===== src/rtl/alu_result_stage_pkg.sv =====
// ============================================================================
// Module  : alu_result_stage_pkg
// Brief   : Shared types for the ALU result stage: condition codes, status
//           bit positions and the stage state encoding.
// Revision: 1.0 - initial release
// ============================================================================
`default_nettype none

package alu_result_stage_pkg;

  localparam int STATUS_C = 3;
  localparam int STATUS_Z = 2;
  localparam int STATUS_N = 1;
  localparam int STATUS_V = 0;

  typedef logic [3:0] t_status;

  typedef enum logic [3:0] {
    COND_EQ = 4'd0,
    COND_NE = 4'd1,
    COND_CS = 4'd2,
    COND_CC = 4'd3,
    COND_MI = 4'd4,
    COND_PL = 4'd5,
    COND_VS = 4'd6,
    COND_VC = 4'd7,
    COND_HI = 4'd8,
    COND_LS = 4'd9,
    COND_GE = 4'd10,
    COND_LT = 4'd11,
    COND_GT = 4'd12,
    COND_LE = 4'd13,
    COND_AL = 4'd14,
    COND_NV = 4'd15
  } t_cond;

  typedef enum logic [1:0] {
    ST_EMPTY = 2'd0,
    ST_FULL  = 2'd1,
    ST_FULL2 = 2'd2
  } t_state;

endpackage

`default_nettype wire


===== src/rtl/alu_result_stage_cond_eval.sv =====
// ============================================================================
// Module  : alu_result_stage_cond_eval
// Brief   : Combinational evaluation of a condition code over {C,Z,N,V}.
// Revision: 1.0 - initial release
// ============================================================================
`default_nettype none

module alu_result_stage_cond_eval
  import alu_result_stage_pkg::*;
(
  input  logic [3:0] status,
  input  logic [3:0] cond,
  output logic       cond_true
);

  logic w_c;
  logic w_z;
  logic w_n;
  logic w_v;

  assign w_c = status[STATUS_C];
  assign w_z = status[STATUS_Z];
  assign w_n = status[STATUS_N];
  assign w_v = status[STATUS_V];

  always_comb begin
    cond_true = 1'b0;
    case (t_cond'(cond))
      COND_EQ: cond_true = w_z;
      COND_NE: cond_true = !w_z;
      COND_CS: cond_true = w_c;
      COND_CC: cond_true = !w_c;
      COND_MI: cond_true = w_n;
      COND_PL: cond_true = !w_n;
      COND_VS: cond_true = w_v;
      COND_VC: cond_true = !w_v;
      COND_HI: cond_true = w_c & !w_z;
      COND_LS: cond_true = !w_c | w_z;
      COND_GE: cond_true = (w_n == w_v);
      COND_LT: cond_true = (w_n != w_v);
      COND_GT: cond_true = !w_z & (w_n == w_v);
      COND_LE: cond_true = w_z | (w_n != w_v);
      COND_AL: cond_true = 1'b1;
      COND_NV: cond_true = 1'b0;
      default: cond_true = 1'b0;
    endcase
  end

endmodule

`default_nettype wire


===== src/rtl/alu_result_stage.sv =====
// ============================================================================
// Module  : alu_result_stage
// Brief   : ALU result register, CZNV status owner and writeback handshake.
//           Define ALU_RESULT_STAGE_SKID_EN to add a one-entry skid buffer.
// Revision: 1.0 - initial release
// ============================================================================
`default_nettype none

module alu_result_stage
  import alu_result_stage_pkg::*;
#(
  parameter logic [3:0] RESET_STATUS = 4'b0000
) (
  input  logic        clock,
  input  logic        reset,
  input  logic        in_valid,
  output logic        in_ready,
  input  logic [31:0] in_result,
  input  logic        in_carry,
  input  logic        in_zero,
  input  logic        in_neg,
  input  logic        in_over,
  input  logic        in_flags_we,
  input  logic        in_reg_we,
  input  logic [3:0]  in_dest,
  output logic        out_valid,
  input  logic        out_ready,
  output logic [31:0] out_result,
  output logic        out_reg_we,
  output logic [3:0]  out_dest,
  input  logic        flush,
  input  logic        status_load,
  input  logic [3:0]  status_data,
  output logic [3:0]  status,
  output logic        carry_in,
  input  logic [3:0]  cond,
  output logic        cond_true
);

  t_state      r_state;
  t_state      w_state_next;
  t_status     r_status;
  logic [31:0] r_out_result;
  logic        r_out_reg_we;
  logic [3:0]  r_out_dest;
  logic        w_accept;
  logic        w_deliver;
  logic        w_load_out;

`ifdef ALU_RESULT_STAGE_SKID_EN
  logic [31:0] r_skid_result;
  logic        r_skid_reg_we;
  logic [3:0]  r_skid_dest;
  logic        w_load_skid;
  logic        w_drain_skid;

  // Skid occupancy is state FULL2, so in_ready comes straight from a flop.
  assign in_ready = (r_state != ST_FULL2);
`else
  assign in_ready = (r_state == ST_EMPTY) | out_ready;
`endif

  assign out_valid  = (r_state != ST_EMPTY);
  assign w_accept   = in_valid & in_ready & !flush;
  assign w_deliver  = out_valid & out_ready;
  assign out_result = r_out_result;
  assign out_reg_we = r_out_reg_we;
  assign out_dest   = r_out_dest;
  assign status     = r_status;
  assign carry_in   = r_status[STATUS_C];

  always_ff @(posedge clock or posedge reset) begin
    if (reset) begin
      r_state <= ST_EMPTY;
    end else begin
      r_state <= w_state_next;
    end
  end

  always_comb begin
    w_state_next = r_state;
    w_load_out   = 1'b0;
`ifdef ALU_RESULT_STAGE_SKID_EN
    w_load_skid  = 1'b0;
    w_drain_skid = 1'b0;
`endif
    if (flush) begin
      w_state_next = ST_EMPTY;
    end else begin
      case (r_state)
        ST_EMPTY: begin
          if (w_accept) begin
            w_state_next = ST_FULL;
            w_load_out   = 1'b1;
          end
        end
        ST_FULL: begin
          if (w_accept && w_deliver) begin
            w_load_out = 1'b1;
          end else if (w_deliver) begin
            w_state_next = ST_EMPTY;
`ifdef ALU_RESULT_STAGE_SKID_EN
          end else if (w_accept) begin
            w_state_next = ST_FULL2;
            w_load_skid  = 1'b1;
`endif
          end
        end
`ifdef ALU_RESULT_STAGE_SKID_EN
        ST_FULL2: begin
          if (w_deliver) begin
            w_state_next = ST_FULL;
            w_drain_skid = 1'b1;
          end
        end
`endif
        default: w_state_next = ST_EMPTY;
      endcase
    end
  end

  // Payload only moves on load/drain, so it stays put while stalled.
  always_ff @(posedge clock or posedge reset) begin
    if (reset) begin
      r_out_result <= 32'd0;
      r_out_reg_we <= 1'b0;
      r_out_dest   <= 4'd0;
    end else if (w_load_out) begin
      r_out_result <= in_result;
      r_out_reg_we <= in_reg_we;
      r_out_dest   <= in_dest;
`ifdef ALU_RESULT_STAGE_SKID_EN
    end else if (w_drain_skid) begin
      r_out_result <= r_skid_result;
      r_out_reg_we <= r_skid_reg_we;
      r_out_dest   <= r_skid_dest;
`endif
    end
  end

`ifdef ALU_RESULT_STAGE_SKID_EN
  always_ff @(posedge clock or posedge reset) begin
    if (reset) begin
      r_skid_result <= 32'd0;
      r_skid_reg_we <= 1'b0;
      r_skid_dest   <= 4'd0;
    end else if (w_load_skid) begin
      r_skid_result <= in_result;
      r_skid_reg_we <= in_reg_we;
      r_skid_dest   <= in_dest;
    end
  end
`endif

  // An interrupt restore overrides any flag update from the same edge.
  always_ff @(posedge clock or posedge reset) begin
    if (reset) begin
      r_status <= RESET_STATUS;
    end else if (status_load) begin
      r_status <= status_data;
    end else if (w_accept && in_flags_we) begin
      r_status <= {in_carry, in_zero, in_neg, in_over};
    end
  end

  alu_result_stage_cond_eval u_cond_eval (
    .status    (r_status),
    .cond      (cond),
    .cond_true (cond_true)
  );

endmodule

`default_nettype wire


===== config.mk =====
export PLATFORM = sky130hd
export DESIGN_NAME = alu_result_stage
export DESIGN_NICKNAME = d
export VERILOG_FILES = /design/src/rtl/alu_result_stage_pkg.sv /design/src/rtl/alu_result_stage_cond_eval.sv /design/src/rtl/alu_result_stage.sv
export SDC_FILE = /design/constraint.sdc
export NUM_CORES = 1
export LEC_CHECK = 0
export BUFFER_PORTS_ARGS = -buffer_cell sky130_fd_sc_hd__buf_4
export CORE_MARGIN = 2
export CORE_UTILIZATION = 47
export DETAILED_ROUTE_END_ITERATION = 8
export GPL_TIMING_DRIVEN = 0
export MAX_ROUTING_LAYER = met4
export PLACE_DENSITY_LB_ADDON = 0.05
export SLEW_MARGIN = 25
export SYNTH_ARGS = -nofsm -noshare
export SYNTH_HDL_FRONTEND = slang
export SYNTH_SLANG_ARGS = --single-unit

===== constraint.sdc =====
create_clock -name clock -period 3.87 [get_ports clock]
set_input_delay 0.774 -clock clock [delete_from_list [all_inputs] [get_ports clock]]
set_output_delay 0.774 -clock clock [all_outputs]
set_load 0.01 [all_outputs]

## Yosys cells after proc, flatten, opt, wreduce, memory -nomap -nowiden

Index checks and enable logic that the tools add are counted.

- Register bits: 43
- Bits of input ports: 56
- Output and inout port bits: 45
- Logic and storage cells: 58

- Equal/unequal tests: 21
- Mux-type cells: 12
- Bitwise logic cells: 8
- Reduce and logical (&&, ||, !) cells: 12

Operators by type and width:

| cell | count |
|---|---|
| == test 4 bit (second input constant) | 8 |
| == test 4 x 3 -> 1 bit (second input constant) | 4 |
| one-hot mux 1 bit (16 select lines) | 1 |
| != test 3 bit (second input constant) | 3 |
| == test 4 x 2 -> 1 bit (second input constant) | 2 |
| two-way mux 2 bit | 4 |
| two-way mux 4 bit | 2 |
| AND 1 bit | 5 |
| logical NOT 1 bit | 5 |
| == test 4 x 1 -> 1 bit (second input constant) | 1 |
| logical NOT 4 bit | 1 |
| one-hot mux 2 bit (2 select lines) | 1 |
| nonzero test 2 bit | 2 |
| two-way mux 1 bit | 3 |
| OR 1 bit | 3 |
| AND reduction 3 bit | 1 |
| == test 2 x 1 -> 1 bit (second input constant) | 1 |
| logical AND 1 bit | 2 |
| logical NOT 2 bit | 1 |
| one-hot mux 1 bit (2 select lines) | 1 |
| == test 1 bit | 1 |
| != test 1 bit | 1 |

## Longest topological paths before layout

Gate-level depths: netlist of run 1.

- Depth in word-level cells: 8
- Gate-level depth with buffers: 6
- Gate-level depth less buffers: 5

## Hierarchy

A second synthesis of run 1 with hierarchy kept.

- Cell total of the unflattened synthesis: 132
- Area total of the unflattened synthesis: 1996.9 µm²

By module, submodules not included:

| module | instances | cells an instance | area an instance (µm²) | seq. area each (µm²) |
|---|---|---|---|---|
| alu_result_stage | 1 | 109 | 1841.8 | 1051.0 |
| alu_result_stage_cond_eval | 1 | 23 | 155.1 | 0.0 |

## Worst setup path before layout of run 1

Ideal clock, no wire load.

- Path type: input-to-output
- Start: input port cond[0]
- End: output port cond_true
- Arrival time: 1.756 ns
- Required time: 3.096 ns
- Slack: 1.340 ns
- Stages on the path: 6
- Path buffers: 1
- Cells stage by stage: buf_2 nor2b_1 a211oi_1 a2111oi_1 a311oi_1 o22ai_1

- Word-level cells in the longest chain between the ends: 2
- Elaborated cells between the ends (all ways): 17
- Classes of those cells: eq/ne: 15; mux: 1; reduce/logical: 1

RTL lines:

| element | line | text |
|---|---|---|
| from (decl) | alu_result_stage.sv:36 | `input logic [3:0] cond,` |
| == test 4 bit, or another cell as far along | alu_result_stage_cond_eval.sv:28 | `case (t_cond'(cond))` |
| one-hot mux 1 bit (16 select lines) * | alu_result_stage_cond_eval.sv:28 |  |
| to (decl) | alu_result_stage.sv:37 | `output logic cond_true` |

Every way passes the cells marked *; elsewhere a longest branch is shown, timed or not.

## Worst setup path in the final report of run 1

Ends and elaborated chain as after synthesis.

==> results.md, run 1 <==
- The count of max-cap constraint violations is 0.
- Traced cell by cell, the critical path runs through buf_2 > nor2b_1 > a211oi_1 > a2111oi_1 > a311oi_1 > o22ai_1 > buf_4.
- The fraction of layout instances using a drive strength above 1 is 0.657.
- The standard cell with the maximum stage delay on the critical path is a2111oi_1.
- The sort of element at the end of the critical path is an output port.
- Of the available clock period, the critical path in the final layout requires 0.726.
- 0 antenna diodes ended up in the layout.
- Clock tree synthesis found a total of 42 sinks.
- For this run, the register share of the synthesized area comes to 0.590.
- The count of pins on the block boundary is approximately 100.
- The clock-pin slew of the registers on the worst-case setup and hold paths is 0.08 ns.
- Fill cells in the final layout number between 200 and 300.
- The aggregate negative setup slack is 0 ns.
- The startpoint of the most critical register-to-register path is r_state[0].
- Power spread over the standard cell area amounts to between 400 and 500 nW/um2.
- The Yosys step of the flow raised 0 warnings.
- The pin slew with the least headroom to its limit is around 0.45 ns.
- After synthesis the cells add up to 1780 um2.
- The die outline height is around 66 um.
- The half-perimeter wire length after placement is ~3200 um.
- After clock tree synthesis, the flow added hold-fix buffers numbering 0.
- The pin count of the biggest net entering global routing is 33.
- The layout net count is between 200 and 300.
- At the worst endpoint, the required time is 3.10 ns.
- STA classifies the critical path startpoint as an input pin.
- CTS built an H-tree with a depth of 2.
- The setup path with the least slack is of type in2out.
- Once layout is complete, the utilization of the core stands at 0.733.
- For the worst setup path, the data arrival time is roughly 2 ns.
- The number of enable flip-flop cells after synthesis is 0.
- Relative to the synthesized area, the layout overhead comes to 50.7%.
- The number of pins with negative max-slew slack in the final report came to 0.
- The smallest setup slack after layout is roughly 1.1 ns.
- The setup slack at placement is between 1 and 1.5 ns.
- The number of rows created at floorplan is 22.
- The commonest cells after synthesis are dfrtp_1 (42), mux2_2 (37), mux2i_1 (5), o21ai_0 (5).
- The number of buffer and inverter stages on the critical path is 2.
- The largest single stage delay on the critical path is approximately 0.48 ns.
- Summing all multi-input logic gate instances after layout gives around 670 um2.
- For this run, the total global-route usage over all layers was measured as 0.208.
- The average cell area after synthesis is 14.1 um2.
- The hold violation count in the final report is 0.
- Synthesis handed over a netlist of around 130 instances.
- The run finished with clean final reports.
- The top cell type by total area after synthesis is dfrtp_1.
- In this run the tightest slew margin relative to its limit is 0.698.
- After detailed routing, the total wire length is 4060 um.
- The cell chosen for the clock root is clkbuf_8.
- Across the routed clock network, the largest skew measured is 0.00833 ns.
- The dominant synthesized flop cell is dfrtp_1.
- When the netlist entered floorplanning its net count stood at 182.
- Setup repair after global routing left no endpoint under its margin.
- The core region is about 3700 um2.
- Of all nets on the critical path, the largest fanout is 8.
- In this run, CTS created clock tree buffers numbering 5.
- The time the final worst path needs with I/O delays and setup is 2.81 ns.
- The clock passes through at most 2 buffers.
- The min-delay analysis places its worst path in the category in2async.
- Routability-driven placement finished with a final weighted congestion of roughly 0.74.
- The analysis attributes to cell leakage a power of 1.31 nW.
- In this run the horizontal extent of the chip is ~66 um.
- After the first detailed-routing iteration, the DRC count stood at 38.
- The via count of the first global-routing pass came to about 1.4k.
- The timing startpoint of the critical path is cond[0].
- The number of setup violations in the final report is 0.
- The clock latency on the worst-skew pair is 0.30 ns.
- The residual overflow from global routing is 0.
- The post-synthesis async set-or-reset flop share is 1.00.
- In the post-synthesis netlist, the cell with the most instances is dfrtp_1.
- The first-pass iteration count of the detailed router is 4.
- The number of gates resized after CTS was 0.
- The number of antenna violations at the first check in global routing was 0.
- In this run the remaining antenna-violating nets after routing total 0.
- In the routed design, unresolved DRC markers number 0.
- The TritonCTS clock tree is yes.
- The register area is ~1100 um2.
- Detailed routing inserted a total of roughly 1.4k vias.
- Yosys attributes the largest share of cell area to dfrtp_1 (59%), mux2_2 (23%), mux2i_1 (2.8%).
- The starting density of the core is 0.486.
- The mean number of vias per cell is 4.91.
- The number of setup buffers added after CTS is 0.
- The highest ir drop seen on vdd is approximately 340 uV.
- The average wire length per cell after detail routing is roughly 14 um.
- The total of flip-flops plus latches after synthesis is 42.
- The number of buffer cells added on primary ports is a little under 100.
- Broken down by cell family, the worst path's largest delay share belongs to compound AO/OA/AOI/OAI gates.
- The number of different library cells in the post-synthesis netlist is 26.
- Of the post-synthesis cell area, the dominant cell type holds 0.590.
- The floorplan step defined a die boundary enclosing 4300 um2.
- The global-route wire length before repair is ~6400 um.
- The highest attainable clock frequency is around 0.36 GHz.
-- layout by cell type, fill, tap and decap left out, drive strengths merged, types with 2 or more instances in the layout --
cell type	instances
buf	105
clkinv	2
o21ai	5
mux2i	5
mux2	37
nand2	5
nor2	4
clkbuf	7
nor2b	2
inv	3
a21oi	3
dfrtp	42
xor2	3
-- metal layers --
metal / global-route usage / wire length [um] / vias to the layer above / share of wire
met5: - / 0 / - / 0
met4: 0.0547 / 49 / 0 / 0.012
met3: 0.0616 / 293 / 5 / 0.072
met2: 0.366 / 2120 / 58 / 0.52
met1: 0.233 / 1590 / 660 / 0.39
li1: - / - / 656 / -
-- path summary, 6_finish.rpt --
path                                  end  slack (ns)  depth (start not counted)
max in group asynchronous   out_result[0]        3.03                          3
setup / recovery                cond_true        1.06                          7
min in group clock          out_result[0]        0.51                          1
hold reg to reg             out_result[0]        0.51                          1
setup reg to reg           out_result[18]        2.30                          5
hold / removal              out_result[5]        0.40                          2
-- stage by stage --
step	instances	hold WS (ns)	power, mW	area [um2]
floorplan	126	0.551	0.699	1780
CTS	281	0.400	1.16	2680
detailed placement	273	0.497	0.888	2600
global route	281	0.400	1.21	2680
finish	281	0.404	1.15	2680
global placement	272	0.490	0.868	2580
-- registers in the layout, indices dropped and copies added (netlist names) --
signal	count
out_dest	4
out_reg_we	1
out_result	32
r_state	1
status	4
-- report_power, final --
group | internal, mW | leakage, nW | switching [mW]
clock network | 0.127 | 0.0452 | 0.147
logic | 0.197 | 0.771 | 0.126
registers | 0.510 | 0.496 | 0.0423
total | 0.834 | 1.31 | 0.315
-- layout make-up --
type,count,area share
sequential,42,0.392
timing repair buffer,99,0.282
multi-input combinational,74,0.249
clock buffer,6,0.0271
tap,48,0.0224
buffer,7,0.0191
clock inverter,2,0.00513
inverter,3,0.00420
-- cell families (layout without fill, tap and decap cells) --
family	Yosys count	in the layout	share of synthesized area
multiplexers	42	42	0.262
XOR/XNOR	4	4	0.0197
AO/OA/AOI/OAI	13	13	0.0457
buffers and inverters	10	117	0.0351
flip-flops	42	42	0.590
AND/OR/NAND/NOR	15	15	0.0471
(Power assumes the default switching activity.)
==> inputs of run 2 (changes only) <==
CORE_UTILIZATION = 39   (was 47)
clock period = 2.37 ns   (was 3.87 ns; I/O delays follow)
==> run 2 against run 1 <==
Effect of this change: combinational power increased by 63%; worst hold slack got worse by 0.25 ns; non-clock buffer count unchanged; clock skew rose by 0.00065 ns; count of clock-buffer cells in the layout is the same; global-route usage down 4.2 points; critical path type is now reg2out; largest power group unchanged; highest routed layer unchanged.
==> results.md, run 2 (synthesized netlist as in run 1, its figures left out) <==
- The number of antenna-violating nets in the routed design is 0 (unchanged).
- The most common cell after layout, fill and taps aside is buf_4.
- The mean number of vias per cell is 4.86 (-1.1%).
- The finished layout cell area is 2730 um2 (+1.7%).
- The flow ran to the end, and the final reports show no timing, DRC or antenna violations.
- The share of power burned in combinational logic was 0.266 (-0.015).
- STA classifies the critical path endpoint as an output port.
- The half-perimeter wire length after placement is 3100 um (-4.1%).
- The horizontal die dimension came to 71.6 um (+9.2%).
- The number of antenna violations at the first check in global routing is 0 (unchanged).
- The power spent charging and discharging nets is 0.488 mW (+55%).
- The residual overflow from global routing was 0 (unchanged).
- The total routing usage reported by global routing is 0.167 (-0.0417).
- The clock power share is 0.279 (+0.040).
- The nature of the critical path startpoint is a register.
- The die outline height is 71.6 um (+9.2%).
- The core outline area is 4380 um2 (+20%).
- The top fanout value on the critical path is 4 (-4).
- The count of max-cap constraint violations is 0 (unchanged).
- The fill cell instance count of the final layout is 350 (+22%).
- The number of DRC violations after detailed-routing iteration 0 is 26 (-32%).
- The time the final worst path needs with I/O delays and setup is about 2.2 ns.
- The switching part of the total was 0.247 (-0.0278).
- The standard cell with the maximum stage delay on the critical path is dfrtp_2.
- The required time of the worst setup path is 1.90 ns (-1.20 ns).
- The highest attainable clock frequency is around 0.45 GHz.
- The starting density of the core is 0.406 (-0.0802).
- The static leakage is 1.33 nW (+0.98%).
- The setup slack of the worst register-to-register path is 0.79 ns (-1.51 ns).
- The total power is 1.98 mW (+72%).
- The pin count of the biggest net entering global routing is 28 (-15%).
- TritonCTS built the clock tree.
- The area growth from synthesis to layout is 53.2%.
- The number of flip-flops in the largest register is 32 (unchanged).
- The CTS sink count is 42 (unchanged).
- The number of diodes added for antenna fixing is 0 (unchanged).
- The number of pins with negative max-slew slack in the final report is 0 (unchanged).
- The pin slew with the least headroom to its limit is 0.348 ns (-0.104 ns).
- The highest ir drop seen on vdd is 391 uV (+16%).
- The maximum clock insertion buffer count is 2 (unchanged).
- The arrival time of the worst setup path came to 1.75 ns (-0.29 ns).
- The number of buffer cells added on primary ports is 98 (unchanged).
- The power density of the placed cells was 726 nW/um2 (+70%).
- The internal power is 1.49 mW (+79%).
- The layout net count is 288 (unchanged).
- The average wire length per cell after detail routing was 13.7 um (-5.2%).
- In the layout the commonest cells are buf_4 (100), dfrtp_1 (41), mux2_2 (37).
- The relative contribution of sequential cells to total power is 0.455 (-0.025).
- The global-route wire length before repair is 6440 um (+0.53%).
- The first-pass iteration count of the detailed router is 4 (unchanged).
- The setup path with the least slack is of type reg2out.
- The maximum cell stage delay along the critical path is 0.44 ns (-0.04 ns).
- The relative slew slack is 0.768 (+0.0695).
- Traced cell by cell, the critical path runs through xor2_2 > xor2_1 > a2111oi_2 > a311oi_1 > o22ai_1 > buf_4.
- The clock-pin slew of the registers on the worst-case setup and hold paths is 0.07 ns (about the same).
- The fraction of layout instances using a drive strength above 1 was 0.672 (+0.0158).
- The final weighted congestion in routability-driven placement is 0.844 (+14%).
- The total number of H-tree levels was 2 (unchanged).
- The total via count in the routed design is 1379 (unchanged).
- The area enclosed by the die boundary came to 5120 um2 (+19%).
- The routed wire length is 3890 um (-4.2%).
- The number of setup violations in the final report is 0 (unchanged).
- The final period utilization is 0.938.
- The clock latency on the worst-skew pair is 0.28 ns (-0.02 ns).
- The count of pins on the block boundary is 101 (unchanged).
- The number of buffers inserted during clock tree synthesis is 5 (unchanged).
- The placed standard-cell area is 2600 um2 (+0.19%).
- The hold violation count in the final report came to 0 (unchanged).
- The number of rows created at floorplan is 24 (+9.1%).
- The setup clock skew after layout is 0.00897 ns (+0.000647 ns).
- The DRC violation count after routing came to 0 (unchanged).
- The via count of the first global-routing pass is 1467 (+8.0%).
- The cell chosen for the clock root is clkbuf_8.
- The class of the worst hold path is in2async.
-- run 2: final timing paths --
path                                     from             end  cells past startpoint
worst min-delay path                    reset  out_result[16]                      2
worst max-delay path                status[0]       cond_true                      6
min in group clock                      flush      r_state[0]                      2
worst max register to register     r_state[0]  out_result[13]                      5
worst min register to register  out_result[2]   out_result[2]                      1
max in group asynchronous               reset  out_result[13]                      3
-- run 2: worst max-delay path: cells and delay by family, from the launching register on --
kind	cells	cell delay, ns
compound gates	3	0.52
xor+xnor	2	0.36
buf+inv	1	0.14
flops	1	0.44
-- run 2: power groups by stage --
stage               Combinational, mW  Sequential, mW  Clock (mW)
floorplan                       0.179           0.961           0
CTS                             0.534           0.901       0.577
finish                          0.528           0.901       0.553
detailed placement              0.534           0.912           0
global route                    0.568           0.917       0.610
global placement                0.517           0.906           0
-- run 2: cell type report --
| cell class | count | area, um2 | area share |
|---|---|---|---|
| sequential | 42 | 1050 | 0.386 |
| timing repair buffer | 99 | 756 | 0.277 |
| clock inverter | 1 | 30.0 | 0.0110 |
| buffer | 7 | 51.3 | 0.0188 |
| clock buffer | 6 | 82.6 | 0.0303 |
| tap | 52 | 65.1 | 0.0239 |
| multi-input combinational | 74 | 679 | 0.249 |
| inverter | 3 | 11.3 | 0.00413 |
-- run 2: timing repair --
action | CTS | global route
gates resized for setup | 1 | 2
buffers inserted | 0 | 0
pin swaps | 0 | 1
setup endpoints to repair | 1 | 1
hold buffers | 0 | 0
-- run 2: per-stage QoR --
step | TNS, ns | worst slack [ns] | std cells | utilization | hold WS, ns
final | 0 | 0.146 | 284 | 0.622 | 0.149
after global routing | -0.00190 | -0.00190 | 284 | 0.622 | 0.158
after CTS | 0 | 0.0175 | 284 | 0.621 | 0.151
after detailed placement | 0 | 0.256 | 277 | 0.593 | 0.470
after global placement | 0 | 0.349 | 276 | 0.589 | 0.491
after floorplan | 0 | 0.440 | 126 | - | 0.540
-- run 2: per-layer routing --
| metal | GRT usage | up-vias | part of all wire |
|---|---|---|---|
| met5 | - | - | 0 |
| met4 | 0.0692 | 0 | 0.015 |
| met3 | 0.0408 | 5 | 0.079 |
| met2 | 0.288 | 60 | 0.52 |
| met1 | 0.183 | 663 | 0.39 |
| li1 | - | 651 | - |
==> inputs of run 3 (changes only) <==
CORE_UTILIZATION = 41   (was 39)
CTS_BUF_LIST = sky130_fd_sc_hd__clkbuf_4   (was unset)
SLEW_MARGIN = 5   (was 25)
==> run 3 against run 2 <==
Effect of this change: the run now ends with setup timing left; critical path depth unchanged; core utilization grew 3.5 points; combinational power increased by 2%; sequential cell count did not move; highest routed layer unchanged.
==> results.md, run 3 (synthesized netlist as in run 1, its figures left out) <==
- The run finished, with violations left.
- The checks that failed: setup timing.
- The number of buffer cells added on primary ports came to 98 (unchanged).
- The number of antenna violations at the first check in global routing is 0 (unchanged).
- The arrival time of the worst setup path was 1.93 ns (+0.18 ns).
- The number of buffers inserted during clock tree synthesis is 5 (unchanged).
- The residual overflow from global routing is 0 (unchanged).
- The number of antenna-violating nets in the routed design is 0 (unchanged).
- The top fanout value on the critical path is 3 (-1).
- Leaving out fill and tap cells, the most frequent cells in the layout are buf_4 (102), dfrtp_1 (42), mux2_2 (37).
- The number of pins with negative max-slew slack in the final report is 0 (unchanged).
- The startpoint identified for the worst hold timing path is flush.
- The via count of the first global-routing pass is 1432 (-2.4%).
- The cell sitting at the root of the clock tree is a clkbuf_4.
- The maximum clock insertion buffer count is 2 (unchanged).
- The smallest setup slack after layout is -0.0316 ns (-0.178 ns).
- Setup repair after global routing could not meet its margin everywhere.
- The count of placed standard cells including taps is 274 (-1.1%).
- The count of pins on the block boundary came to 101 (unchanged).
- The horizontal die dimension is 69.9 um (-2.3%).
- The core outline area is 4090 um2 (-6.8%).
- The termination of the worst setup path is cond_true.
- TritonCTS built the clock tree.
- The hold violation count in the final report is 0 (unchanged).
- The number of cells traversed by the worst register-to-register path was 5 (unchanged).
- The internal power was 1.37 mW (-7.9%).
- The area enclosed by the die boundary is 4890 um2 (-4.6%).
- The total via count in the routed design came to 1388 (+0.65%).
- The non-filler instance count after layout is 284 (unchanged).
- The static leakage came to 1.31 nW (-0.79%).
- The count of hold-fix buffers inserted at cts is 0 (unchanged).
- The share of power burned in combinational logic was 0.286 (+0.020).
- The die outline height is 69.9 um (-2.3%).
- The critical path goes through xor2_2 > xor2_1 > a2111oi_2 > a311oi_1 > o22ai_1 > buf_4.
- The number of flip-flops in the largest register was 32 (unchanged).
- The DRC violation count after routing came to 0 (unchanged).
- The finished layout cell area is 2680 um2 (-1.6%).
- The total number of H-tree levels is 2 (unchanged).
- The sort of element at the end of the critical path is an output port.
- The total power is 1.88 mW (-5.2%).
- The first-pass iteration count of the detailed router is 3 (-1).
- The setup slack of the worst register-to-register path is 0.79 ns (about the same).
- The count of max-cap constraint violations is 0 (unchanged).
- The clock latency on the worst-skew pair is 0.34 ns (+0.06 ns).
- The layout net count is 289 (+0.35%).
- The power density of the placed cells is 700 nW/um2 (-3.7%).
- The timing startpoint of the critical path is status[0].
- The pin slew with the least headroom to its limit is 0.867 ns (+0.519 ns).
- The highest attainable clock frequency was 0.416 GHz (-7.4%).
- The final weighted congestion in routability-driven placement came to 0.814 (-3.5%).
- From synthesis to final layout, the design area changed by 50.7%.
- The placed standard-cell area came to 2580 um2 (-0.87%).
- The number of setup violations in the final report is 1 (+1).
- The CTS sink count was 42 (unchanged).
- The startpoint of the most critical register-to-register path is r_state[0].
- The relative slew slack came to 0.421 (-0.347).
- The relative contribution of sequential cells to total power is 0.477 (+0.022).
- The nature of the critical path startpoint is a register.
- The most common cell after layout, fill and taps aside is buf_4.
- The class of the worst hold path is in2reg.
- The clock-pin slew of the registers on the worst-case setup and hold paths is 0.12 ns (+0.05 ns).
- The highest ir drop seen on vdd is 381 uV (-2.5%).
- Among all stages on the critical path, the largest delay is contributed by dfrtp_1.
- The fraction of layout instances using a drive strength above 1 is 0.671 (-0.00147).
- The mean number of vias per cell is 4.89 (+0.65%).
- The power spent charging and discharging nets is 0.503 mW (+3.0%).
- The number of rows created at floorplan is 23 (-4.2%).
- The routed wire length is 4190 um (+7.6%).
- The setup clock skew after layout is 0.00461 ns (-0.00437 ns).
- The number of diodes added for antenna fixing is 0 (unchanged).
- The total routing usage reported by global routing is 0.180 (+0.0135).
- The global-route wire length before repair is 6690 um (+3.9%).
- The average wire length per cell after detail routing is 14.7 um (+7.6%).
- The final period utilization is 1.01 (+0.0751).
- The required time of the worst setup path is 1.90 ns (about the same).
- The worst setup path is of the reg2out kind.
- The starting density of the core came to 0.436 (+0.0296).
- The time the final worst path needs with I/O delays and setup is 2.40 ns (+0.178 ns).
- The utilization after layout is 0.657 (+0.0346).
- The switching part of the total is 0.268 (+0.0214).
- The worst flop-to-flop path endpoint is out_result[6].
- The hold slack is 0.286 ns (+0.136 ns).
- The maximum cell stage delay along the critical path was 0.44 ns (about the same).
- The pin count of the biggest net entering global routing is 43 (+54%).
- The number of DRC violations after detailed-routing iteration 0 is 35 (+35%).
- The clock power share is 0.237 (-0.042).
## run 3: cell count changes in the layout (fill, tap and decap cells not counted)
cell	before	now
dfrtp_2	1	0
clkbuf_4	0	5
clkbuf_8	6	0
dfrtp_1	41	42
buf_12	1	0
buf_4	100	102
clkinv_2	0	2
## run 3: final cells by class
class                   instances  area [um2]
fillers                       320        1400
flip-flops and latches         42        1050
repair buffers                100         751
multi-input cells              74         679
well taps                      50        62.6
plain buffers                   7        51.3
clock inverters                 3        40.0
clock buffers                   5        37.5
inverters                       3        11.3
## run 3: metal layers
metal,up-vias,GRT usage,routed length [um]
met4,0,0.0513,58
met2,61,0.296,2200
met3,8,0.0534,249
li1,658,-,-
met1,661,0.216,1680
met5,-,-,0
## run 3: what timing repair did
item | in CTS | in global routing
resized for setup | 2 | 0
setup buffers | 2 | 0
pin swaps | 2 | 0
setup endpoints to repair | 1 | 1
## run 3: power by group through the flow
stage / Sequential (mW) / Combinational, mW / Clock [mW]
4_1_cts: 0.898 / 0.547 / 0.461
5_1_grt: 0.915 / 0.575 / 0.497
2_1_floorplan: 0.961 / 0.179 / 0
6_report: 0.896 / 0.537 / 0.444
3_3_place_gp: 0.904 / 0.517 / 0
3_5_place_dp: 0.912 / 0.536 / 0
## run 3: stage by stage
stage | setup TNS, ns | worst slack, ns
2_1_floorplan | 0 | 0.440
3_3_place_gp | 0 | 0.361
3_5_place_dp | 0 | 0.178
4_1_cts | -0.0481 | -0.0481
5_1_grt | -0.128 | -0.128
6_report | -0.0316 | -0.0316
## run 3: worst min-delay path by stage
stage / cells past startpoint / slack [ns] / endpoint
2_1_floorplan: 1 / 0.54 / r_state[0]
3_5_place_dp: 1 / 0.50 / out_result[0]
5_1_grt: 2 / 0.25 / r_state[0]
6_report: 2 / 0.29 / r_state[0]
3_3_place_gp: 1 / 0.49 / out_result[23]
4_1_cts: 2 / 0.26 / r_state[0]
## run 3: critical path: cells and delay by family, from the launching register on
kind	cells	cell delay [ns]
xor gates and xnor gates	2	0.43
AOI/OAI and AO/OA	3	0.56
buffers and inverters	1	0.17
DFF	1	0.44
